$ cat config.mk
export PLATFORM = sky130hd
export DESIGN_NAME = micro_sequencer
export DESIGN_NICKNAME = d
export VERILOG_FILES = /design/src/rtl/micro_sequencer.sv
export SDC_FILE = /design/constraint.sdc
export NUM_CORES = 1
export LEC_CHECK = 0
export CAP_MARGIN = 20
export CORE_ASPECT_RATIO = 2
export CORE_MARGIN = 2
export CORE_UTILIZATION = 46
export CTS_BUF_LIST = sky130_fd_sc_hd__clkbuf_4 sky130_fd_sc_hd__clkbuf_8 sky130_fd_sc_hd__clkbuf_16
export DETAILED_ROUTE_END_ITERATION = 16
export PLACE_DENSITY = 0.81
export SLEW_MARGIN = 25
export SYNTH_ARGS = -nofsm -noshare
export SYNTH_HDL_FRONTEND = slang
export SYNTH_SLANG_ARGS = --single-unit
$ cat constraint.sdc
create_clock -name uSequencer_CLOCK_50 -period 2.1 [get_ports uSequencer_CLOCK_50]
set_clock_uncertainty 0.15 [all_clocks]
set_input_delay 0.42 -clock uSequencer_CLOCK_50 [delete_from_list [all_inputs] [get_ports uSequencer_CLOCK_50]]
set_output_delay 0.42 -clock uSequencer_CLOCK_50 [all_outputs]
set_load 0.005 [all_outputs]
$ cat src/rtl/micro_sequencer.sv
// Microprogrammed control unit for the ARC datapath: CSAR, MIR and PSR registers,
// two-phase FETCH/EXEC sequencing with memory stalls and next-microaddress selection.
module micro_sequencer #(
  parameter int unsigned DATAWIDTH_MIR               = 41,
  parameter int unsigned DATAWIDTH_CS_ADDRESS        = 11,
  parameter int unsigned DATAWIDTH_BUS_REG_MIR_FIELD = 6,
  parameter int unsigned DATAWIDTH_ALU_SELECTION     = 4,
  parameter int unsigned DATAWIDTH_BUS_REG_IR_OP     = 8,
  parameter logic [DATAWIDTH_CS_ADDRESS-1:0] CS_RESET_ADDRESS = '0
) (
  input  logic                                   uSequencer_CLOCK_50,
  input  logic                                   uSequencer_RESET_InLow,
  input  logic [DATAWIDTH_MIR-1:0]               uSequencer_CS_Data_In,
  output logic [DATAWIDTH_CS_ADDRESS-1:0]        uSequencer_CS_Address_Out,
  input  logic                                   uSequencer_Overflow_InLow,
  input  logic                                   uSequencer_Carry_InLow,
  input  logic                                   uSequencer_Negative_InLow,
  input  logic                                   uSequencer_Zero_InLow,
  input  logic                                   uSequencer_ALU_Flags_Write_PCR,
  input  logic [DATAWIDTH_BUS_REG_IR_OP-1:0]     uSequencer_Reg_IR_OP,
  input  logic                                   uSequencer_Reg_IR_IR13,
  input  logic                                   uSequencer_Memory_Ready_In,
  output logic [DATAWIDTH_BUS_REG_MIR_FIELD-1:0] uSequencer_MUX_A_MIR,
  output logic [DATAWIDTH_BUS_REG_MIR_FIELD-1:0] uSequencer_MUX_B_MIR,
  output logic [DATAWIDTH_BUS_REG_MIR_FIELD-1:0] uSequencer_MUX_C_MIR,
  output logic                                   uSequencer_MUX_A_MIR_Selector,
  output logic                                   uSequencer_MUX_B_MIR_Selector,
  output logic                                   uSequencer_MUX_C_MIR_Selector,
  output logic [DATAWIDTH_ALU_SELECTION-1:0]     uSequencer_ALU_Selection_Out,
  output logic                                   uSequencer_DataMemory_Read_Out,
  output logic                                   uSequencer_DataMemory_Write_Out,
  output logic                                   uSequencer_DataMemory_Selector_Out,
  output logic [3:0]                             uSequencer_PSR_Out
);

  typedef enum logic {FETCH, EXEC} state_t;

  state_t                            state, stateNext;
  logic [DATAWIDTH_CS_ADDRESS-1:0]   csar, csarNext, csarSeq, jumpAddr;
  logic [DATAWIDTH_MIR-1:0]          mir;
  logic [3:0]                        psr;
  logic [2:0]                        cond;
  logic                              mirRd, mirWr, stall;

  assign mirRd    = mir[19];
  assign mirWr    = mir[18];
  assign cond     = mir[13:11];
  assign jumpAddr = mir[10:0];
  assign csarSeq  = csar + 1'b1;
  assign stall    = (state == EXEC) && (mirRd || mirWr) && !uSequencer_Memory_Ready_In;

  // Branch conditions test the PSR latched before this microinstruction completes.
  always_comb begin
    csarNext = csarSeq;
    unique case (cond)
      3'b000: csarNext = csarSeq;
      3'b001: csarNext = psr[3] ? jumpAddr : csarSeq;
      3'b010: csarNext = psr[2] ? jumpAddr : csarSeq;
      3'b011: csarNext = psr[1] ? jumpAddr : csarSeq;
      3'b100: csarNext = psr[0] ? jumpAddr : csarSeq;
      3'b101: csarNext = uSequencer_Reg_IR_IR13 ? jumpAddr : csarSeq;
      3'b110: csarNext = jumpAddr;
      3'b111: csarNext = {1'b1, uSequencer_Reg_IR_OP, 2'b00};
      default: csarNext = csarSeq;
    endcase
  end

  always_comb begin
    stateNext = state;
    unique case (state)
      FETCH: stateNext = EXEC;
      EXEC:  stateNext = stall ? EXEC : FETCH;
      default: stateNext = FETCH;
    endcase
  end

  always_ff @(posedge uSequencer_CLOCK_50 or negedge uSequencer_RESET_InLow) begin
    if (!uSequencer_RESET_InLow) begin
      state <= FETCH;
      csar  <= CS_RESET_ADDRESS;
      mir   <= '0;
      psr   <= '0;
    end else begin
      state <= stateNext;
      if (state == FETCH) begin
        mir <= uSequencer_CS_Data_In;
      end else if (!stall) begin
        csar <= csarNext;
        if (uSequencer_ALU_Flags_Write_PCR)
          psr <= {~uSequencer_Negative_InLow, ~uSequencer_Zero_InLow,
                  ~uSequencer_Overflow_InLow, ~uSequencer_Carry_InLow};
      end
    end
  end

  // C field only writes the register file on a completing EXEC cycle.
  always_comb begin
    uSequencer_CS_Address_Out          = csar;
    uSequencer_MUX_A_MIR               = mir[40:35];
    uSequencer_MUX_A_MIR_Selector      = mir[34];
    uSequencer_MUX_B_MIR               = mir[33:28];
    uSequencer_MUX_B_MIR_Selector      = mir[27];
    uSequencer_MUX_C_MIR               = '0;
    uSequencer_MUX_C_MIR_Selector      = mir[20];
    uSequencer_ALU_Selection_Out       = mir[17:14];
    uSequencer_DataMemory_Read_Out     = 1'b0;
    uSequencer_DataMemory_Write_Out    = 1'b0;
    uSequencer_PSR_Out                 = psr;
    if (state == EXEC) begin
      uSequencer_DataMemory_Read_Out  = mirRd;
      uSequencer_DataMemory_Write_Out = mirWr;
      if (!stall)
        uSequencer_MUX_C_MIR = mir[26:21];
    end
    uSequencer_DataMemory_Selector_Out = uSequencer_DataMemory_Read_Out;
  end

endmodule

After elaboration in Yosys (flattened, before gate mapping)
Cells that the tools add are included.

Div/mod/pow operators: 0. Shift operators: 0. Equality and inequality tests: 7. Add/subtract/negate cells: 1. Order comparisons: 0. Multiplexer cells: 12. Bitwise operators: 6. Reduce and logical (&&, ||, !) cells: 7. $mul: 0.

Operators by type and width (count): case mux 11 bit (8 select lines) (1); two-way mux 11 bit (5); equality test 3 bit, second input constant (4); two-way mux 6 bit (2); adder 11 x 1 -> 11 bit, second input constant (1); equality test 3 x 2 -> 1 bit, second input constant (2); inverter 1 bit (6); equality test 3 x 1 -> 1 bit, second input constant (1); logical NOT 3 bit (1); two-way mux 1 bit (3); AND reduction 3 bit (1); logical AND 1 bit (2); case mux 1 bit (2 select lines) (1); AND reduction 2 bit (1); logical NOT 1 bit (1); logical OR 1 bit (1).

Flip-flop bits (word level): 57. Output and inout bits: 43. Memories: 0. Bits of input ports: 58. Word-level logic and storage cells: 37. Latch bits: 0. Bits in writable memories: 0. Bits in read-only memories: 0.

Longest topological paths before layout
Depth after elaboration: 5. Mapped depth: 7. Mapped depth without buffers: 6.

Worst setup path before layout
OpenSTA, ideal clock, no wires.

Path type: reg2reg. From: reg csar[0], in the netlist uSequencer_CS_Address_Out[0]. To: reg csar[1], in the netlist uSequencer_CS_Address_Out[1]. Required time: 1812 ps. Clock period less this slack: 1864 ps. Slack: 236 ps. Stages on the path, launching flop included: 7. Arrival: 1576 ps. Cells stage by stage: dfrtp_1 -> ha_1 -> mux2_2 -> a21oi_1 -> nor2_1 -> a311oi_1 -> a221oi_2.

Word-level cells in the longest chain between the ends: 3. Elaborated cells between the ends (all ways): 7. Classes of those cells: add/sub: 1; mux: 6.

RTL lines: start: declaration (RTL line 39) `logic [DATAWIDTH_CS_ADDRESS-1:0] csar, csarNext, csarSeq, jumpAddr;`; start signal: assignment (RTL line 88) `csar <= csarNext;`; adder 11 x 1 -> 11 bit * (RTL line 49) `assign csarSeq = csar + 1'b1;`; two-way mux 11 bit, on equally long branches; case mux 11 bit (8 select lines) * (RTL line 55) `unique case (cond)`.

Every way passes the cells marked *; elsewhere a longest branch is shown, timed or not. A chain may end at the register's enable or synchronous reset.

Worst setup path in the final report
From: reg mir[12]. To: reg csar[5], in the netlist uSequencer_CS_Address_Out[5].

Word-level cells in the longest chain between the ends: 2. Elaborated cells between the ends (all ways): 9. Classes of those cells: eq/ne: 7; mux: 1; reduce/logical: 1.

RTL lines: start: declaration (RTL line 40) `logic [DATAWIDTH_MIR-1:0] mir;`; start signal: assignment (RTL line 86) `mir <= uSequencer_CS_Data_In;`; equality test 3 bit, or another cell as far along (RTL line 55); case mux 11 bit (8 select lines) * (RTL line 55).

Marks and branches as above.

==> impl_metrics.toml <==
[outcome]
outcome = "finished with violations"
violations = "hold timing"

[critical_path]
critPathTopFamily = "compound AO/OA/AOI/OAI gates"
r2r_cells = 6
arrival_ns = 2.07
crit-reg2reg-launch = "mir[12]"
path_cells = "mux2_1, nand3_2, a311oi_4, buf_4, a22o_1, a211o_1"
crit_slowest_cell = "dfrtp_1"
r2r_end = "uSequencer_CS_Address_Out[5]"
required_ns = 2.16
start_kind = "flop"
rrSetupSlack_ns = 0.09
critPathMaxStageDelay_ns = 0.49
cp-end-kind = "flop"
path_max_fanout = 10
path_buf_inv = 1
path_class = "reg -> reg"

[route]
postRouteWirelength_um = 7440
antenna_left = 0
avgRoutedWirePerCell_um = 16.0
viasPerCell = 5.30
drtIter0Drc = 96
dr.pass1.iters = 4
drc_errors = 0
vias = 2461

[timing]
slew_headroom_pct = 52.9
finalSetupTns_ns = 0
fmax_mhz = 497
whs_ns = -0.0122
final-hold-violation-count = 12
drv_slew = 0
setup_violations = 0
worst_slew_pin_slew_ns = 0.707
timing.final.ws_setup_ns = 0.0866
rsz0062_at_grt = "false"
layout_worst_path_cycle_share_pct = 95.9
min_period_ns = 2.01

[cts]
cts_sinks = 57
root_buffer = "clkbuf_16"
tritoncts = "built"
cts_hold_buf = 0
cts_buffers = 9
clk_pin_slew_ns = 0.05
h-tree-depth = 3
insertion_delay_ns = 0.33
cts_buffer_depth = 2

[floorplanning]
rows = 41
ios = 101
design.die.area_mm2 = 0.00721
die_h_um = 118
start_util_pct = 47.5
core_mm2 = 0.00631
die_w_um = 61.1

[final_layout]
syn_to_final_growth_pct = 49.4
diodes = 0
nets = 432
drive_above_1_share_pct = 28.3

[synthesis]
ys_seq_elements = 57
synthAdderAreaFrac_pct = 0.418
ys_seq_area_share_pct = 47.6
synth_xor_area_share_pct = 0
yosys.area_share.simple_pct = 13.6
synth_ff_type = "dfrtp_1"
avgSynthCellArea_um2 = 11.4
ys_async_sr_fraction_pct = 100
ys_types = 51
yosysWarnings = 0
netlist_area_mm2 = 0.00299
synth_edf_count = 0
netlist_instances = 262
synth_compound_area_share_pct = 13.7
synthMuxAreaShare_pct = 16.9
synth_nets = 321
synth_top_family_by_area = "multiplexers"

[global_routing]
grt_pass1_wl_um = 12200
grt_max_degree = 37
gr-total-overflow = 0
grt_use_total_pct = 22.9
antenna_found_initial = 0
grt_pass1_vias = 2606

[pwr]
p_per_area_mw_per_mm2 = 1630
leakagePower_nw = 1.89
ir_drop_mv = 0.969

[place]
place_ws_ns = -0.257
port_buffers = 100
gp_congestion = 0.885
dp_hpwl_um = 5530

[worst_hold_path]
hold_class = "in -> async"

[run]
cap_violations = 0
-- synthesized netlist by cell type (all sizes together), types with 2 or more instances --
library cell / n / area share (%)
nand2: 18 / 2.3
a21oi: 4 / 0.79
a22oi: 2 / 0.50
mux2: 45 / 17
o2bb2ai: 5 / 1.5
buf: 23 / 6.1
a221oi: 2 / 0.79
and2: 12 / 2.5
nor3: 2 / 0.33
inv: 5 / 0.63
o21a: 3 / 1.0
dfrtp: 57 / 48
or3b: 2 / 0.59
or3: 3 / 0.63
and3: 4 / 0.84
nor2b: 3 / 0.63
and4: 2 / 0.59
nor2: 8 / 1.0
o21ai: 18 / 3.1
nand3: 4 / 0.84
a22o: 3 / 0.88
clkbuf: 8 / 1.0
nand4: 3 / 0.63
nand3b: 5 / 1.3
a311oi: 2 / 1.2
a221o: 5 / 1.7
-- worst register-to-register path: cells and delay by family, from the launching register on --
kind	cells	cell delay, ns
buffers and inverters	1	0.18
AND/OR/NAND/NOR	1	0.12
multiplexers	1	0.39
flip-flops	1	0.49
AO/OA/AOI/OAI	3	0.57
-- kinds of logic (layout without fill, tap and decap cells) --
family | Yosys count | in the layout
AOI/OAI and AO/OA | 51 | 51
adders and majority gates | 1 | 1
buffers and inverters | 36 | 152
DFF | 57 | 57
muxes | 45 | 45
and+or+nand+nor | 72 | 72
-- how the worst max path moves through the flow --
stage                                             from                      endpoint  slack, ns  cells after the start
after floorplan           uSequencer_CS_Address_Out[0]  uSequencer_CS_Address_Out[1]       0.24                      6
after global placement      uSequencer_Memory_Ready_In       uSequencer_MUX_C_MIR[5]      -0.22                      4
after detailed placement    uSequencer_Memory_Ready_In       uSequencer_MUX_C_MIR[1]      -0.26                      4
after CTS                   uSequencer_Memory_Ready_In       uSequencer_MUX_C_MIR[1]      -0.05                      5
after global routing                           mir[13]  uSequencer_CS_Address_Out[5]       0.01                      6
final                                          mir[12]  uSequencer_CS_Address_Out[5]       0.09                      6
-- cells in the final DEF, fill, tap and decap left out, types with 4 or more instances in the layout --
cell type and count:
o21ai_1 4, nand2_1 18, mux2_2 43, a221o_1 5
and3_1 4, dlygate4sd2_1 4, buf_4 29, clkbuf_16 9
nand3b_1 5, o2bb2ai_1 5, o21ai_0 13, dfrtp_1 55
clkdlybuf4s50_1 92, nor2_1 7, and2_1 11
-- cell type report --
type | count | area [um^2]
fill | 489 | 1840
sequential | 57 | 1430
multi-input combinational | 169 | 1350
timing repair buffer | 131 | 1230
clock buffer | 12 | 260
tap | 86 | 108
clock inverter | 4 | 73.8
inverter | 5 | 21.3
-- layer usage --
layer	track usage, %	vias up	share of wire, %
met3	8.02	29	5.1
met2	38.8	90	56
met5	0	-	0
met1	23.2	1186	34
li1	-	1156	-
met4	12.0	0	4.8
-- stage by stage --
step | util [%] | area, um^2 | power (mW) | instances | hold slack (ns)
finish | 70.9 | 4470 | 7.28 | 464 | -0.0122
global route | 70.9 | 4470 | 7.76 | 464 | 0.0364
CTS | 70.1 | 4420 | 7.22 | 459 | 0.00519
detailed placement | 64.5 | 4070 | 5.56 | 440 | 0.337
global placement | 64.5 | 4070 | 5.46 | 440 | 0.338
floorplan | - | 2990 | 4.20 | 262 | -0.0256
-- registers in the layout (all words and copies together), names as in the netlist --
| register | count |
|---|---|
| mir | 41 |
| state | 1 |
| uSequencer_CS_Address_Out | 11 |
| uSequencer_PSR_Out | 4 |
-- where the power goes --
part	total, mW	switching (mW)	internal, mW
clock network	1.61	0.492	1.12
logic	3.50	1.39	2.11
registers	2.16	0.496	1.67
-- timing repair --
action,in CTS,in global routing
setup buffers,3,6
resized for setup,12,8
endpoints found under the setup margin,6,12
pin swaps,1,5
gates cloned,0,0
No activity file was read; power rests on OpenSTA's default activity.
